$ cat config.mk
export PLATFORM = sky130hd
export DESIGN_NAME = awmf_prod_id_slave_sclk
export DESIGN_NICKNAME = d
export VERILOG_FILES = /design/src/rtl/awmf_prod_id_slave_sclk.sv
export SDC_FILE = /design/constraint.sdc
export NUM_CORES = 1
export LEC_CHECK = 0
export CORE_MARGIN = 1.5
export CORE_UTILIZATION = 51
export CTS_CLUSTER_DIAMETER = 200
export DETAILED_ROUTE_END_ITERATION = 10
export PLACE_DENSITY = 0.76
export RECOVER_POWER = 50
export SLEW_MARGIN = 20
export SYNTH_ARGS = -nofsm -noshare
export SYNTH_HDL_FRONTEND = slang
export SYNTH_SLANG_ARGS = --single-unit
export TNS_END_PERCENT = 10
$ cat constraint.sdc
create_clock -name clk -period 1.6 [get_ports clk]
set_input_delay 0.32 -clock clk [delete_from_list [all_inputs] [get_ports clk]]
set_output_delay 0.32 -clock clk [all_outputs]
set_load 0.05 [all_outputs]
$ cat src/rtl/awmf_prod_id_slave_sclk.sv
// Behavioural AWMF daisy-chain slave: answers PROD_ID reads with a fixed 60-bit word
// while passing chain data sdi->sdo through a 60-bit shifter, oversampled on clk.
module awmf_prod_id_slave_sclk #(
  parameter logic [9:0]  PROD_ID_ADDR = 10'h03E,
  parameter logic [47:0] PROD_ID_DATA = 48'h0
) (
  input  logic        clk,
  input  logic        rst_n,
  input  logic        sclk,
  input  logic        cs_n,
  input  logic        sdi,
  output logic        sdo,
  output logic [59:0] rx_word,
  output logic        rx_valid,
  output logic        rx_len_err
);

  localparam logic [59:0] RESP_WORD = {2'b00, PROD_ID_ADDR, PROD_ID_DATA};

  typedef enum logic [1:0] {S_IDLE, S_ACTIVE, S_END} state_t;

  state_t      state, state_nx;
  logic [1:0]  sclk_sync, cs_sync, sdi_sync;
  logic        sclk_prev, cs_prev;
  logic [1:0]  init_cnt;
  logic        armed;
  logic        sclk_rise, sclk_fall, cs_fall, cs_rise;

  logic [59:0] sr, sr_nx;
  logic        din_s, din_nx;
  logic        sdo_nx;
  logic [15:0] bit_cnt, bit_cnt_nx;
  logic [5:0]  mod_cnt, mod_cnt_nx;
  logic [59:0] rx_word_nx;
  logic        rx_valid_nx, rx_len_err_nx;

  // sdi shares the sclk synchronizer depth so data is seen as it was at the pin edge.
  // armed blocks joining a frame whose cs_n was already low when reset released.
  always_ff @(posedge clk or negedge rst_n) begin
    if (!rst_n) begin
      sclk_sync <= 2'b00;
      cs_sync   <= 2'b11;
      sdi_sync  <= 2'b00;
      sclk_prev <= 1'b0;
      cs_prev   <= 1'b1;
      init_cnt  <= 2'd0;
      armed     <= 1'b0;
    end else begin
      // NOTE: non-blocking assignments so every flop samples the pre-edge value of its source.
      sclk_sync <= {sclk_sync[0], sclk};
      cs_sync   <= {cs_sync[0], cs_n};
      sdi_sync  <= {sdi_sync[0], sdi};
      sclk_prev <= sclk_sync[1];
      cs_prev   <= cs_sync[1];
      if (init_cnt != 2'd2) init_cnt <= init_cnt + 2'd1;
      if (init_cnt == 2'd2 && cs_sync[1]) armed <= 1'b1;
    end
  end

  assign sclk_rise = sclk_sync[1] & ~sclk_prev;
  assign sclk_fall = ~sclk_sync[1] & sclk_prev;
  assign cs_fall   = armed & cs_prev & ~cs_sync[1];
  assign cs_rise   = cs_sync[1] & ~cs_prev;

  always_comb begin
    // NOTE: every output of this block gets a default first, so no path can infer a latch.
    state_nx      = state;
    sr_nx         = sr;
    din_nx        = din_s;
    sdo_nx        = sdo;
    bit_cnt_nx    = bit_cnt;
    mod_cnt_nx    = mod_cnt;
    rx_word_nx    = rx_word;
    rx_valid_nx   = 1'b0;
    rx_len_err_nx = 1'b0;
    unique case (state)
      S_IDLE: begin
        sdo_nx = 1'b0;
        if (cs_fall) begin
          sr_nx      = RESP_WORD;
          sdo_nx     = RESP_WORD[59];
          bit_cnt_nx = 16'd0;
          mod_cnt_nx = 6'd0;
          state_nx   = S_ACTIVE;
        end
      end
      S_ACTIVE: begin
        if (sclk_rise) begin
          din_nx     = sdi_sync[1];
          bit_cnt_nx = (bit_cnt == 16'hFFFF) ? bit_cnt : bit_cnt + 16'd1;
          mod_cnt_nx = (mod_cnt == 6'd59) ? 6'd0 : mod_cnt + 6'd1;
        end
        // A nonzero bit count means a leading edge has been seen this frame.
        if (sclk_fall && bit_cnt != 16'd0) begin
          sr_nx  = {sr[58:0], din_s};
          sdo_nx = sr[58];
        end
        if (cs_rise) state_nx = S_END;
      end
      S_END: begin
        if (bit_cnt >= 16'd60 && mod_cnt == 6'd0) begin
          rx_word_nx  = sr;
          rx_valid_nx = 1'b1;
        end else begin
          rx_len_err_nx = 1'b1;
        end
        sdo_nx   = 1'b0;
        state_nx = S_IDLE;
      end
      default: state_nx = S_IDLE;
    endcase
  end

  always_ff @(posedge clk or negedge rst_n) begin
    if (!rst_n) begin
      // NOTE: sr and rx_word are plain registers, so they are reset with everything else.
      state      <= S_IDLE;
      sr         <= '0;
      din_s      <= 1'b0;
      sdo        <= 1'b0;
      bit_cnt    <= '0;
      mod_cnt    <= '0;
      rx_word    <= '0;
      rx_valid   <= 1'b0;
      rx_len_err <= 1'b0;
    end else begin
      state      <= state_nx;
      sr         <= sr_nx;
      din_s      <= din_nx;
      sdo        <= sdo_nx;
      bit_cnt    <= bit_cnt_nx;
      mod_cnt    <= mod_cnt_nx;
      rx_word    <= rx_word_nx;
      rx_valid   <= rx_valid_nx;
      rx_len_err <= rx_len_err_nx;
    end
  end

endmodule

=== Word level (Yosys, flattened, before mapping) ===
Index checks and enable logic that the tools add are counted.

* Bits in registers: 159
* Output and inout bits: 63
* Word-level logic and storage cells: 76

* Mux-type cells: 20
* Reduce and logical (&&, ||, !) cells: 16
* $lt $le $gt $ge: 1
* Add/subtract/negate cells: 3
* Equal/unequal tests: 11
* Bitwise logic cells: 9

{| class="wikitable"
|+ Operators with widths
! cell !! number
|-
| 60-bit two-way mux || 2
|-
| 60-bit case mux with 2 select lines || 1
|-
| 16-bit two-way mux || 3
|-
| 16-bit case mux with 2 select lines || 1
|-
| 6-bit two-way mux || 3
|-
| 16-bit by 1-bit adder with 16-bit output, second input constant || 1
|-
| 16-bit == test, second input constant || 1
|-
| 16-bit by 6-bit >= comparator with 1-bit output, second input constant || 1
|-
| 16-bit nonzero test || 1
|-
| 2-bit != test, second input constant || 6
|-
| 6-bit case mux with 2 select lines || 1
|-
| 2-bit AND reduction || 4
|-
| 6-bit by 1-bit adder with 6-bit output, second input constant || 1
|-
| 6-bit == test, second input constant || 1
|-
| 6-bit logical NOT || 1
|-
| 3-bit AND reduction || 2
|-
| 1-bit AND || 5
|-
| 1-bit two-way mux || 5
|-
| 2-bit == test, second input constant || 2
|-
| 2-bit two-way mux || 2
|-
| 1-bit NOT || 4
|-
| 2-bit case mux with 2 select lines || 1
|-
| 4-bit AND reduction || 1
|-
| 2-bit nonzero test || 2
|-
| other kinds (6) || 8
|}

=== Depth between registers and ports, before layout ===
Gate-level depths: netlist of the first run.

* Depth after elaboration: 5
* Mapped depth: 8

=== Worst setup path after synthesis of the first run ===
OpenSTA, ideal clock, no wires.

* Kind: register to register
* From: reg bit_cnt[0]
* To: reg bit_cnt[12]
* Arrival: 1.620 ns
* Path slack: -0.152 ns
* Data required time: 1.468 ns
* Cell stages (with the launch flop): 7
* Path buffers: 0
* Cell sequence: dfrtp_1 ha_1 nand3_1 or3_1 nor4_1 xnor2_1 nor2_1

* Longest elaborated chain between the ends: 4

{| class="wikitable"
|+ Ends and longest elaborated chain
! what !! RTL line !! text
|-
| start, declared || 32 || <nowiki>logic [15:0] bit_cnt, bit_cnt_nx;</nowiki>
|-
| start signal, assigned || 131 || <nowiki>bit_cnt <= bit_cnt_nx;</nowiki>
|-
| 16-bit by 1-bit adder with 16-bit output || 90 || <nowiki>bit_cnt_nx = (bit_cnt == 16'hFFFF) ? bit_cnt : bit_cnt + 16'd1;</nowiki>
|-
| 16-bit two-way mux || 90 ||
|-
| 16-bit two-way mux || 88 || <nowiki>if (sclk_rise) begin</nowiki>
|-
| 16-bit case mux with 2 select lines || 76 || <nowiki>unique case (state)</nowiki>
|}

Parallel ways exist; a longest one is shown, timed or not. The select of a mux whose other input is x is not followed.
A chain may end at the register's enable or synchronous reset.

=== Worst setup path in the final report of the first run ===
* From: reg bit_cnt[12]
* To: reg sr[52]

* Longest elaborated chain between the ends: 4

{| class="wikitable"
|+ Ends and longest elaborated chain
! what !! RTL line !! text
|-
| 16-bit nonzero test || 94 || <nowiki>if (sclk_fall && bit_cnt != 16'd0) begin</nowiki>
|-
| 1-bit logical AND || 94 ||
|-
| 2-bit != test (no line) || n/a ||
|-
| 3-bit AND reduction (no line) || n/a ||
|-
| end signal, assigned || 128 || <nowiki>sr <= sr_nx;</nowiki>
|-
| end, declared || 29 || <nowiki>logic [59:0] sr, sr_nx;</nowiki>
|}

Every way passes these cells.

==> results of run 1 <==
-- state kept, by name (all words and copies together) (netlist names) --
signal,cells
sdi_sync,2
cs_sync,2
sclk_sync,2
sclk_prev,1
sdo,1
din_s,1
rx_valid,1
armed,1
mod_cnt,6
rx_len_err,1
state,2
init_cnt,2
sr,60
cs_prev,1
bit_cnt,16
rx_word,60
-- Yosys cell counts (5+ instances only) --
cell      count  area [um2]
nor4_1        7        43.8
clkbuf_1     13        48.8
ha_1          5        62.6
nor3_1       12        60.1
buf_4         8        60.1
nand2_1      80         300
nand3_1      66         330
xnor2_1       5        43.8
inv_1         9        33.8
o21ai_0      76         380
nor2_1       21        78.8
buf_2         5        25.0
nand2b_1      5        31.3
mux2_2       49         552
mux2_1       12         135
dfrtp_1     156        3900
a21oi_1       8        40.0
nor2b_1       6        37.5
buf_6         6        67.6
-- metrics by stage --
| stage | instance area [um2] | TNS, ns | instances | hold WS, ns | power [mW] |
|---|---|---|---|---|---|
| after detailed placement | 7910 | -37.40 | 859 | 0.268 | 5.32 |
| after CTS | 8640 | -31.99 | 893 | 0.297 | 9.55 |
| final | 9050 | -36.03 | 904 | 0.353 | 9.64 |
| after floorplan | 6690 | -6.49 | 587 | 0.0244 | 4.80 |
| after global routing | 9050 | -51.94 | 904 | 0.368 | 9.99 |
| after global placement | 7910 | -26.25 | 859 | 0.256 | 5.27 |
-- logic make-up after synthesis --
kind of cell,after synthesis,synth area share
AND/OR/NAND/NOR,211,0.153
flip-flops,159,0.603
AO/OA/AOI/OAI,97,0.0805
multiplexers,64,0.109
buffers and inverters,46,0.0388
XOR/XNOR,5,0.00663
adder cells (fa/ha/maj),5,0.00947
-- per-layer routing --
layer	up-vias	part of all wire
met3	26	0.050
met1	2545	0.42
li1	2328	-
met2	193	0.51
met5	-	0
met4	0	0.016
-- report_power, final --
group          leakage, nW  internal, mW  total [mW]  switching, mW
logic                 1.72         0.512        1.28          0.772
registers             2.16          4.12        4.20         0.0815
clock network        0.308          2.54        4.15           1.61
total                 4.19          7.17        9.64           2.46
-- final cells by class --
type	count	area [um2]	share of cell area
Clock buffer	19	453	0.0500
Tap cell	172	215	0.0238
Clock inverter	13	159	0.0176
Multi-Input combinational cell	382	2730	0.301
Timing Repair Buffer	150	1480	0.164
Inverter	9	33.8	0.00373
Sequential cell	159	3980	0.440
-- final timing paths --
kind / startpoint / to / slack [ns]
worst max-delay path: bit_cnt[12] / sr[52] / -0.35
worst min-delay path: sclk_sync[0] / sclk_sync[1] / 0.35
worst max register to register: bit_cnt[12] / sr[52] / -0.35
worst min register to register: sclk_sync[0] / sclk_sync[1] / 0.35
max in group asynchronous: rst_n / sr[19] / 0.12
min in group asynchronous: rst_n / rx_word[23] / 0.64
-- what timing repair did --
item	4_1_cts	5_1_grt
endpoints found under the hold margin	30	0
endpoints found under the setup margin	144	143
pin swaps	7	6
gates cloned	0	7
buffers inserted	1	4
gates resized for setup	28	99
hold buffers	1	0
==> flow_summary.yaml, run 1 <==
logic_synthesis:
  synth_area_um2: 6610
  synth_cells: 587
  synth_cell_types: 42
  yosys_warnings: 0
  synth_nets: 597
  ys_seq_elements: 159
  syn_avg_cell_area_um2: 11.3
  yosysSeqAreaShare: 0.603
  ys.flop_type: "dfrtp_1"
  synth_edf_count: 0
  ys_async_sr_fraction: 1.00
clock_network:
  tritoncts: "yes"
  clk_path_buf_depth: 2
  cts_made_buffers: 17
  cts_max_level: 4
  cts-root-buf: "clkbuf_16"
  clkLatencyLatePin_ns: 0.42
  path_clk_slew_ns: 0.06
  clkSinkCount: 159
global_routing:
  grt_first_pass_wirelength_mm: 23.8
  track_usage: 0.228
  grt_max_degree: 40
  globalRouteMet2Util: 0.396
  first_global_vias: 4907
  top_usage_layer: "met2"
  antenna_found_initial: 0
  met1_usage: 0.281
  grt_overflow: 0
  grt_use_met3: 0.0474
finish:
  drive_above_1_share: 0.410
  layout_common_cells: "156 x dfrtp_1, 116 x buf_4, 78 x nand2_1, 56 x o21ai_1, 48 x mux2_2"
  post-route-util: 0.717
  diodes: 0
  fill_cells: 867
  nets: 729
  final_common_cell: "dfrtp_1"
  syn_to_final_growth_pct: 37.0
drt:
  drt_iter0_markers: 346
  firstDrtPassIters: 6
  via_per_inst: 5.63
  ant_nets: 0
  post_drt_wl_per_cell_um: 17.2
  drc: 0
  drt_wl_total_mm: 15.5
  vias: 5092
die:
  die_y_um: 117
  num_rows: 41
  io_pins: 68
  die_w_um: 117
  core_area_um2: 12600
  start_util: 0.524
  die-area_um2: 13600
timing:
  tightest_slew_ns: 1.09
  slew_headroom: 0.270
  setup_slack_ns: -0.352
  fin_crit_sh: 1.22
  slew_violations: 0
  rsz0062_at_grt: "true"
  hold_viol: 0
  finClkSkew_ns: 0.00731
  setup_violations: 137
  max_freq_mhz: 512
  fin_crit_ns: 1.95
worst_hold_path:
  holdPathStages: 0
  min-delay-path-class: "reg -> reg"
worst_setup_path:
  rr_worst_depth: 8
  path_max_fanout: 9
  worst-path-stages: 8
  path_delay_family: "buffers and inverters"
  crit_top_cell: "buf_4"
  crit_chain: "nor4_2 -> nand3_1 -> buf_4 -> o2111ai_4 -> buf_12 -> buf_4 -> nor3_1 -> a21oi_1"
  critPathRequiredTime_ns: 1.94
  cpPeakStageDelay_ns: 0.42
  crit_arrival_ns: 2.29
  path_buf_inv: 3
  crit_path_end_kind: "register"
  start_kind: "register"
  crit_type: "reg -> reg"
  crit_slowest_cell: "dfrtp_1"
flow_run:
  max_cap_viol_count: 0
pwr:
  power.density_nw_per_um2: 1060
  p_leak_nw: 4.19
  vdd_drop_max_mv: 0.591
run_status:
  status: "finished with violations"
  violations: "negative setup slack"
place:
  pre_cts_slack_ns: -0.339
  dp_hpwl_mm: 9.72
  portBuffers: 67
  gp_congestion: 0.875
No activity file was read; power rests on OpenSTA's default activity.
==> run 2, diff against run 1 <==
--- a/config.mk
+++ b/config.mk
@@ -11,7 +11,6 @@
 export DETAILED_ROUTE_END_ITERATION = 10
 export PLACE_DENSITY = 0.76
 export RECOVER_POWER = 50
-export SLEW_MARGIN = 20
 export SYNTH_ARGS = -nofsm -noshare
 export SYNTH_HDL_FRONTEND = slang
 export SYNTH_SLANG_ARGS = --single-unit
==> results of run 2 <==
The final DEF is identical to that of run 1; final timing and power are the same.
